$ cat src/rtl/clock_div_defs.vh
// clock_div_defs.vh
// Shared constants for the programmable clock divider.
//   - default counter width and reset divisor
//   - CLK_IN / tick-rate ratio constants used by the timing tree
`ifndef CLOCK_DIV_DEFS_VH
`define CLOCK_DIV_DEFS_VH

`define CLOCK_DIV_CNT_W       17
`define CLOCK_DIV_DIV_DEFAULT 1000
`define CLOCK_DIV_CLK_IN_HZ   1000000
`define CLOCK_DIV_TICK_HZ     1000

`endif

$ cat src/rtl/clock_div_multi_prog_pkg.sv
// clock_div_multi_prog_pkg
// Purpose: shared constants and types for the multi-channel clock divider.
// No ports (package).
package clock_div_multi_prog_pkg;

`include "clock_div_defs.vh"

  localparam int CD_CNT_W       = `CLOCK_DIV_CNT_W;
  localparam int CD_DIV_DEFAULT = `CLOCK_DIV_DIV_DEFAULT;
  localparam int CD_CLK_IN_HZ   = `CLOCK_DIV_CLK_IN_HZ;
  localparam int CD_TICK_HZ     = `CLOCK_DIV_TICK_HZ;
  localparam int CD_RATIO       = CD_CLK_IN_HZ / CD_TICK_HZ;

  // What a channel does on the coming edge.
  typedef enum logic [1:0] {
    CH_STOP,   // EN low: park outputs, settle the divisor
    CH_START,  // EN just went high: begin a fresh period
    CH_WRAP,   // last count of a period: begin the next period
    CH_COUNT   // anywhere else inside a period
  } ch_action_t;

endpackage

$ cat src/rtl/clock_div_channel.sv
// clock_div_channel
// Purpose: one channel of the programmable divider. Holds the active divisor,
// a pending divisor with its flag, the in-period counter and the run flag.
// Ports:
//   i_clk      system clock (rising edge)
//   i_rst_n    asynchronous active-low reset
//   i_en       run enable, level-sensitive
//   i_div_load one-cycle strobe capturing i_div_in
//   i_div_in   divisor value (unsigned)
//   o_clk_out  divided square wave (registered)
//   o_tick_out one-cycle strobe at period start (registered)
//   o_err      combinational: current load carries an illegal divisor (< 2)
module clock_div_channel
  import clock_div_multi_prog_pkg::*;
#(
  parameter int CNT_W       = CD_CNT_W,
  parameter int DIV_DEFAULT = CD_DIV_DEFAULT
) (
  input  logic             i_clk,
  input  logic             i_rst_n,
  input  logic             i_en,
  input  logic             i_div_load,
  input  logic [CNT_W-1:0] i_div_in,
  output logic             o_clk_out,
  output logic             o_tick_out,
  output logic             o_err
);

  logic [CNT_W-1:0] r_div;
  logic [CNT_W-1:0] r_pend;
  logic             r_pend_flag;
  logic [CNT_W-1:0] r_cnt;
  logic             r_run;
  logic             r_clk_out;
  logic             r_tick;

  logic             w_load_ok;
  logic             w_wrap;
  logic [CNT_W-1:0] w_cnt_inc;
  logic [CNT_W-1:0] w_high;
  logic [CNT_W-1:0] w_div_new;
  ch_action_t       w_action;

  always_comb begin
    w_load_ok = i_div_load && (i_div_in >= CNT_W'(2));
    o_err     = i_div_load && (i_div_in <  CNT_W'(2));
    w_wrap    = (r_cnt == (r_div - CNT_W'(1)));
    // Cannot overflow: only used when r_cnt < r_div - 1.
    w_cnt_inc = r_cnt + CNT_W'(1);
    // Odd divisors spend the extra cycle in the high phase.
    w_high    = r_div - (r_div >> 1);
    // Divisor for a period starting on this edge (or settled on disable):
    // a coincident legal load beats an older pending value.
    w_div_new = w_load_ok   ? i_div_in :
                r_pend_flag ? r_pend   : r_div;

    w_action = CH_COUNT;
    if (!i_en)       w_action = CH_STOP;
    else if (!r_run) w_action = CH_START;
    else if (w_wrap) w_action = CH_WRAP;
  end

  always_ff @(posedge i_clk or negedge i_rst_n) begin
    if (!i_rst_n) begin
      r_div       <= CNT_W'(DIV_DEFAULT);
      r_pend      <= '0;
      r_pend_flag <= 1'b0;
      r_cnt       <= '0;
      r_run       <= 1'b0;
      r_clk_out   <= 1'b0;
      r_tick      <= 1'b0;
    end else begin
      case (w_action)
        CH_STOP: begin
          r_run       <= 1'b0;
          r_cnt       <= '0;
          r_clk_out   <= 1'b0;
          r_tick      <= 1'b0;
          r_div       <= w_div_new;
          r_pend_flag <= 1'b0;
        end
        CH_START, CH_WRAP: begin
          r_run       <= 1'b1;
          r_cnt       <= '0;
          r_div       <= w_div_new;
          r_pend_flag <= 1'b0;
          r_clk_out   <= 1'b1;
          r_tick      <= 1'b1;
        end
        CH_COUNT: begin
          r_cnt     <= w_cnt_inc;
          r_clk_out <= (w_cnt_inc < w_high);
          r_tick    <= 1'b0;
          if (w_load_ok) begin
            r_pend      <= i_div_in;
            r_pend_flag <= 1'b1;
          end
        end
      endcase
    end
  end

  assign o_clk_out  = r_clk_out;
  assign o_tick_out = r_tick;

endmodule

$ cat src/rtl/clock_div_multi_prog.sv
// clock_div_multi_prog
// Purpose: NUM_CH independent programmable clock dividers sharing one
// divisor input bus, with a combined registered illegal-divisor pulse.
// Ports:
//   i_clk_in     system clock (rising edge)
//   i_reset_n    asynchronous active-low reset
//   i_en         per-channel run enable
//   i_div_load   per-channel load strobe for i_div_in
//   i_div_in     shared divisor value
//   o_clk_out    per-channel divided square wave
//   o_tick_out   per-channel period-start strobe
//   o_div_err    one-cycle pulse after any load with i_div_in < 2
module clock_div_multi_prog
  import clock_div_multi_prog_pkg::*;
#(
  parameter int NUM_CH      = 4,
  parameter int CNT_W       = CD_CNT_W,
  parameter int DIV_DEFAULT = CD_DIV_DEFAULT
) (
  input  logic              i_clk_in,
  input  logic              i_reset_n,
  input  logic [NUM_CH-1:0] i_en,
  input  logic [NUM_CH-1:0] i_div_load,
  input  logic [CNT_W-1:0]  i_div_in,
  output logic [NUM_CH-1:0] o_clk_out,
  output logic [NUM_CH-1:0] o_tick_out,
  output logic              o_div_err
);

  logic [NUM_CH-1:0] w_err;
  logic              r_div_err;

  generate
    for (genvar gi = 0; gi < NUM_CH; gi++) begin : g_ch
      clock_div_channel #(
        .CNT_W       (CNT_W),
        .DIV_DEFAULT (DIV_DEFAULT)
      ) u_ch (
        .i_clk      (i_clk_in),
        .i_rst_n    (i_reset_n),
        .i_en       (i_en[gi]),
        .i_div_load (i_div_load[gi]),
        .i_div_in   (i_div_in),
        .o_clk_out  (o_clk_out[gi]),
        .o_tick_out (o_tick_out[gi]),
        .o_err      (w_err[gi])
      );
    end
  endgenerate

  // Bad loads on several channels in one cycle collapse into one pulse.
  always_ff @(posedge i_clk_in or negedge i_reset_n) begin
    if (!i_reset_n) r_div_err <= 1'b0;
    else            r_div_err <= |w_err;
  end

  assign o_div_err = r_div_err;

endmodule

$ cat config.mk
export PLATFORM = sky130hd
export DESIGN_NAME = clock_div_multi_prog
export DESIGN_NICKNAME = d
export VERILOG_FILES = /design/src/rtl/clock_div_multi_prog_pkg.sv /design/src/rtl/clock_div_channel.sv /design/src/rtl/clock_div_multi_prog.sv
export VERILOG_INCLUDE_DIRS = /design/src /design/src/rtl
export SDC_FILE = /design/constraint.sdc
export NUM_CORES = 1
export LEC_CHECK = 0
export CAP_MARGIN = 5
export CORE_UTILIZATION = 65
export CTS_CLUSTER_DIAMETER = 40
export DETAILED_ROUTE_END_ITERATION = 6
export PLACE_DENSITY_LB_ADDON = 0.25
export SKIP_CTS_REPAIR_TIMING = 1
export SLEW_MARGIN = 20
export SYNTH_ARGS = -nofsm -noshare
export SYNTH_HDL_FRONTEND = slang
export SYNTH_HIERARCHICAL = 1
export SYNTH_SLANG_ARGS = --single-unit
export TNS_END_PERCENT = 30
$ cat constraint.sdc
create_clock -name i_clk_in -period 5.8 [get_ports i_clk_in]
set_input_delay 1.16 -clock i_clk_in [delete_from_list [all_inputs] [get_ports i_clk_in]]
set_output_delay 1.16 -clock i_clk_in [all_outputs]
set_load 0.03 [all_outputs]
==> flow_summary.yaml <==
status:
  outcome: "complete, no violations"
floorplan:
  fp-row-count: 59
  die-area_um2: 27000
  start_util_pct: 66.0
  coreArea_um2: 25900
  io_pins: 36
  fp.dieW_um: 164
  die_y_um: 164
synthesis:
  yosys.area_share.xor_xnor_pct: 11.2
  synth_ff_type: "dfrtp_1"
  syn_area_per_cell_um2: 9.45
  synth_cell_types: 75
  synth_top_cell_by_area: "dfrtp_1"
  ys_warn_count: 6
  seq_area_frac_synth_pct: 32.5
  syn-cell-area_um2: 17100
  synth_cells: 1810
  syn-num-nets: 2057
  synth-adder-area-share_pct: 16.3
  synth_top_area_share_pct: 28.8
  synth_compound_area_share_pct: 15.2
  synth_area_leaders: "dfrtp_1 29%, ha_1 16%, xnor2_1 7.5%, mux2_2 4.3%, dfstp_2 3.7%"
  yosys.area_share.simple_pct: 15.7
  async_flop_share_pct: 100
  synth_top_family_by_area: "adder cells"
  muxShareOfSynthArea_pct: 4.94
  synth-seq-cells: 221
  synth_enable_flop_cells: 0
power:
  max-vdd-ir-drop_mv: 0.393
  leakage_uw: 0.00885
  power-per-cell-area_nw_per_um2: 359
global_route:
  grt_use_total_pct: 31.1
  met1_usage_pct: 40.7
  grt.met3_usage_pct: 4.57
  antenna_found_initial: 1
  grt_pass1_vias: 13600
  busiest_layer: "met2"
  grt_max_degree: 125
  grt_pass1_wl_mm: 67.2
  met2_usage_pct: 52.4
  grt_overflow: 0
detailed_routing:
  vias: 13600
  viasPerCell: 6.16
  final_antenna_net_count: 0
  dr.pass1.iters: 5
  drc_errors: 0
  drtIter0Drc: 993
  wire_per_inst_um: 18.2
  wirelength_mm: 40.3
finish:
  syn_to_final_growth_pct: 11.3
  final_layout_size_suffix_gt1_share_pct: 10.1
  ff_latch_area_um2: 5560
  fill_cells: 1874
  final_cell_mix: "216 x ha_1, 197 x dfrtp_1, 146 x xnor2_1"
  final_nets: 2089
  final_cell_area_um2: 19000
  multiInputGateArea_um2: 10800
  layout.cells.most_common: "ha_1"
  stdcell_count: 2208
hold_path:
  hold_depth: 1
  whs_endpoint: "g_ch[3].u_ch/r_pend[9]"
  min-delay-start: "g_ch[3].u_ch/r_pend[9]"
  hold_class: "reg -> reg"
place:
  io_buffers: 35
  place_ws_ns: 1.59
  dp_cells: 2137
  placed_area_um2: 17700
  gp_congestion: 0.908
  dp_hpwl_mm: 29.2
sta:
  finalSetupViolCount: 0
  layout_setup_ws_ns: 1.62
  relSlewSlack_pct: 48.4
  hold_violations: 0
  setup_tns_ns: 0
  max_freq_ghz: 0.239
  layout_min_cycle_time_ns: 4.18
  skew_ns: 0.0127
  rsz0062_at_grt: "false"
  worst_pin_slew_ns: 0.767
  slew_violations: 0
  period_share_pct: 72.1
setup_path:
  crit_fanout: 5
  start_kind: "register"
  r2r-end: "g_ch[0].u_ch/o_clk_out"
  arrival_ns: 4.61
  cp.required_ns: 6.23
  worstSetupPathType: "reg -> reg"
  end_kind: "register"
  reg2reg_setup_slack_ns: 1.62
  rr_startpoint: "g_ch[0].u_ch/r_div[0]"
  worst-r2r-cell-count: 15
cts:
  cts_root_buf: "clkbuf_16"
  insertion_delay_ns: 0.52
  clk_path_buf_depth: 3
  cts_tree: "built"
  ctsHtreeMaxLevel: 2
  clock_sinks: 221
  path_clk_slew_ns: 0.06
  cts_made_buffers: 38
run:
  maxCapViolCount: 0
==> kinds of logic (layout without fill, tap and decap cells) <==
kind of cell               Yosys count  after routing
and+or+nand+nor                    506            506
AOI/OAI and AO/OA                  388            388
DFF                                221            221
adders and majority gates          220            220
xor gates and xnor gates           218            218
buffers and inverters              182            244
muxes                               75             75
other                                0              1
==> critical path, cell delays in order, from the launching register on <==
cell and delay [ns]:
dfrtp_1 0.41, inv_1 0.11, ha_1 0.24, fa_1 0.42
o21bai_1 0.16, a21oi_1 0.13, nor4_1 0.51, o21ai_0 0.24
and4_1 0.25, a2111oi_0 0.50, ha_1 0.35, a21o_1 0.16
a21oi_1 0.14, o21ai_0 0.09, a21o_1 0.19, a31oi_1 0.18
==> area by class of cell <==
class	instances	share of cell area [%]
clock buffer	47	5.71
timing repair buffer	37	2.01
inverter	137	2.70
multi-input combinational	1407	56.8
clock inverter	23	1.35
antenna	1	0.0131
tap	335	2.20
sequential	221	29.2
==> registers in the layout (all words and copies together) (netlist names) <==
name,flops
g_ch.u_ch/o_tick_out,4
g_ch.u_ch/r_pend,68
g_ch.u_ch/o_clk_out,4
g_ch.u_ch/r_div,68
g_ch.u_ch/r_run,4
g_ch.u_ch/r_cnt,68
o_div_err,1
g_ch.u_ch/r_pend_flag,4
==> where the power goes <==
part	total, uW	switching, uW	internal (uW)
sequential	2090	239	1850
clock	2330	832	1500
combinational	2430	1350	1080
==> worst max-delay path by stage <==
stage | from | endpoint | slack, ns | cells past startpoint
after floorplan | g_ch[0].u_ch/r_div[0] | g_ch[0].u_ch/o_clk_out | 2.42 | 15
after global placement | i_div_in[1] | g_ch[2].u_ch/r_div[16] | 1.70 | 7
after detailed placement | i_div_in[8] | g_ch[2].u_ch/r_div[0] | 1.59 | 7
after CTS | g_ch[0].u_ch/r_div[0] | g_ch[0].u_ch/o_clk_out | 1.62 | 15
after global routing | g_ch[0].u_ch/r_div[0] | g_ch[0].u_ch/o_clk_out | 1.29 | 15
final | g_ch[0].u_ch/r_div[0] | g_ch[0].u_ch/o_clk_out | 1.62 | 15
==> synth_stat cells (all sizes together) (26+ instances only) <==
cell / instances
a21o: 29
a21oi: 70
a22oi: 68
and2: 70
dfrtp: 197
ha: 216
inv: 137
mux2: 75
nand2: 138
nand3: 59
nand4: 27
nor2: 64
nor3: 32
nor4: 26
o21ai: 100
xnor2: 146
xor2: 72
==> stage by stage <==
step,utilization [%],hold slack (ns),power [uW]
after floorplan,-,0.465,3900
after detailed placement,68.3,0.482,4490
after global placement,68.3,0.474,4390
after CTS,73.5,0.494,6860
after global routing,73.5,0.512,7290
final,73.5,0.492,6850
==> layer usage <==
| metal | up-vias | share of wire [%] |
|---|---|---|
| li1 | 6497 | - |
| met1 | 6639 | 44 |
| met2 | 380 | 48 |
| met3 | 82 | 5.5 |
| met4 | 0 | 2.7 |
| met5 | - | 0 |
(Power assumes the default switching activity.)
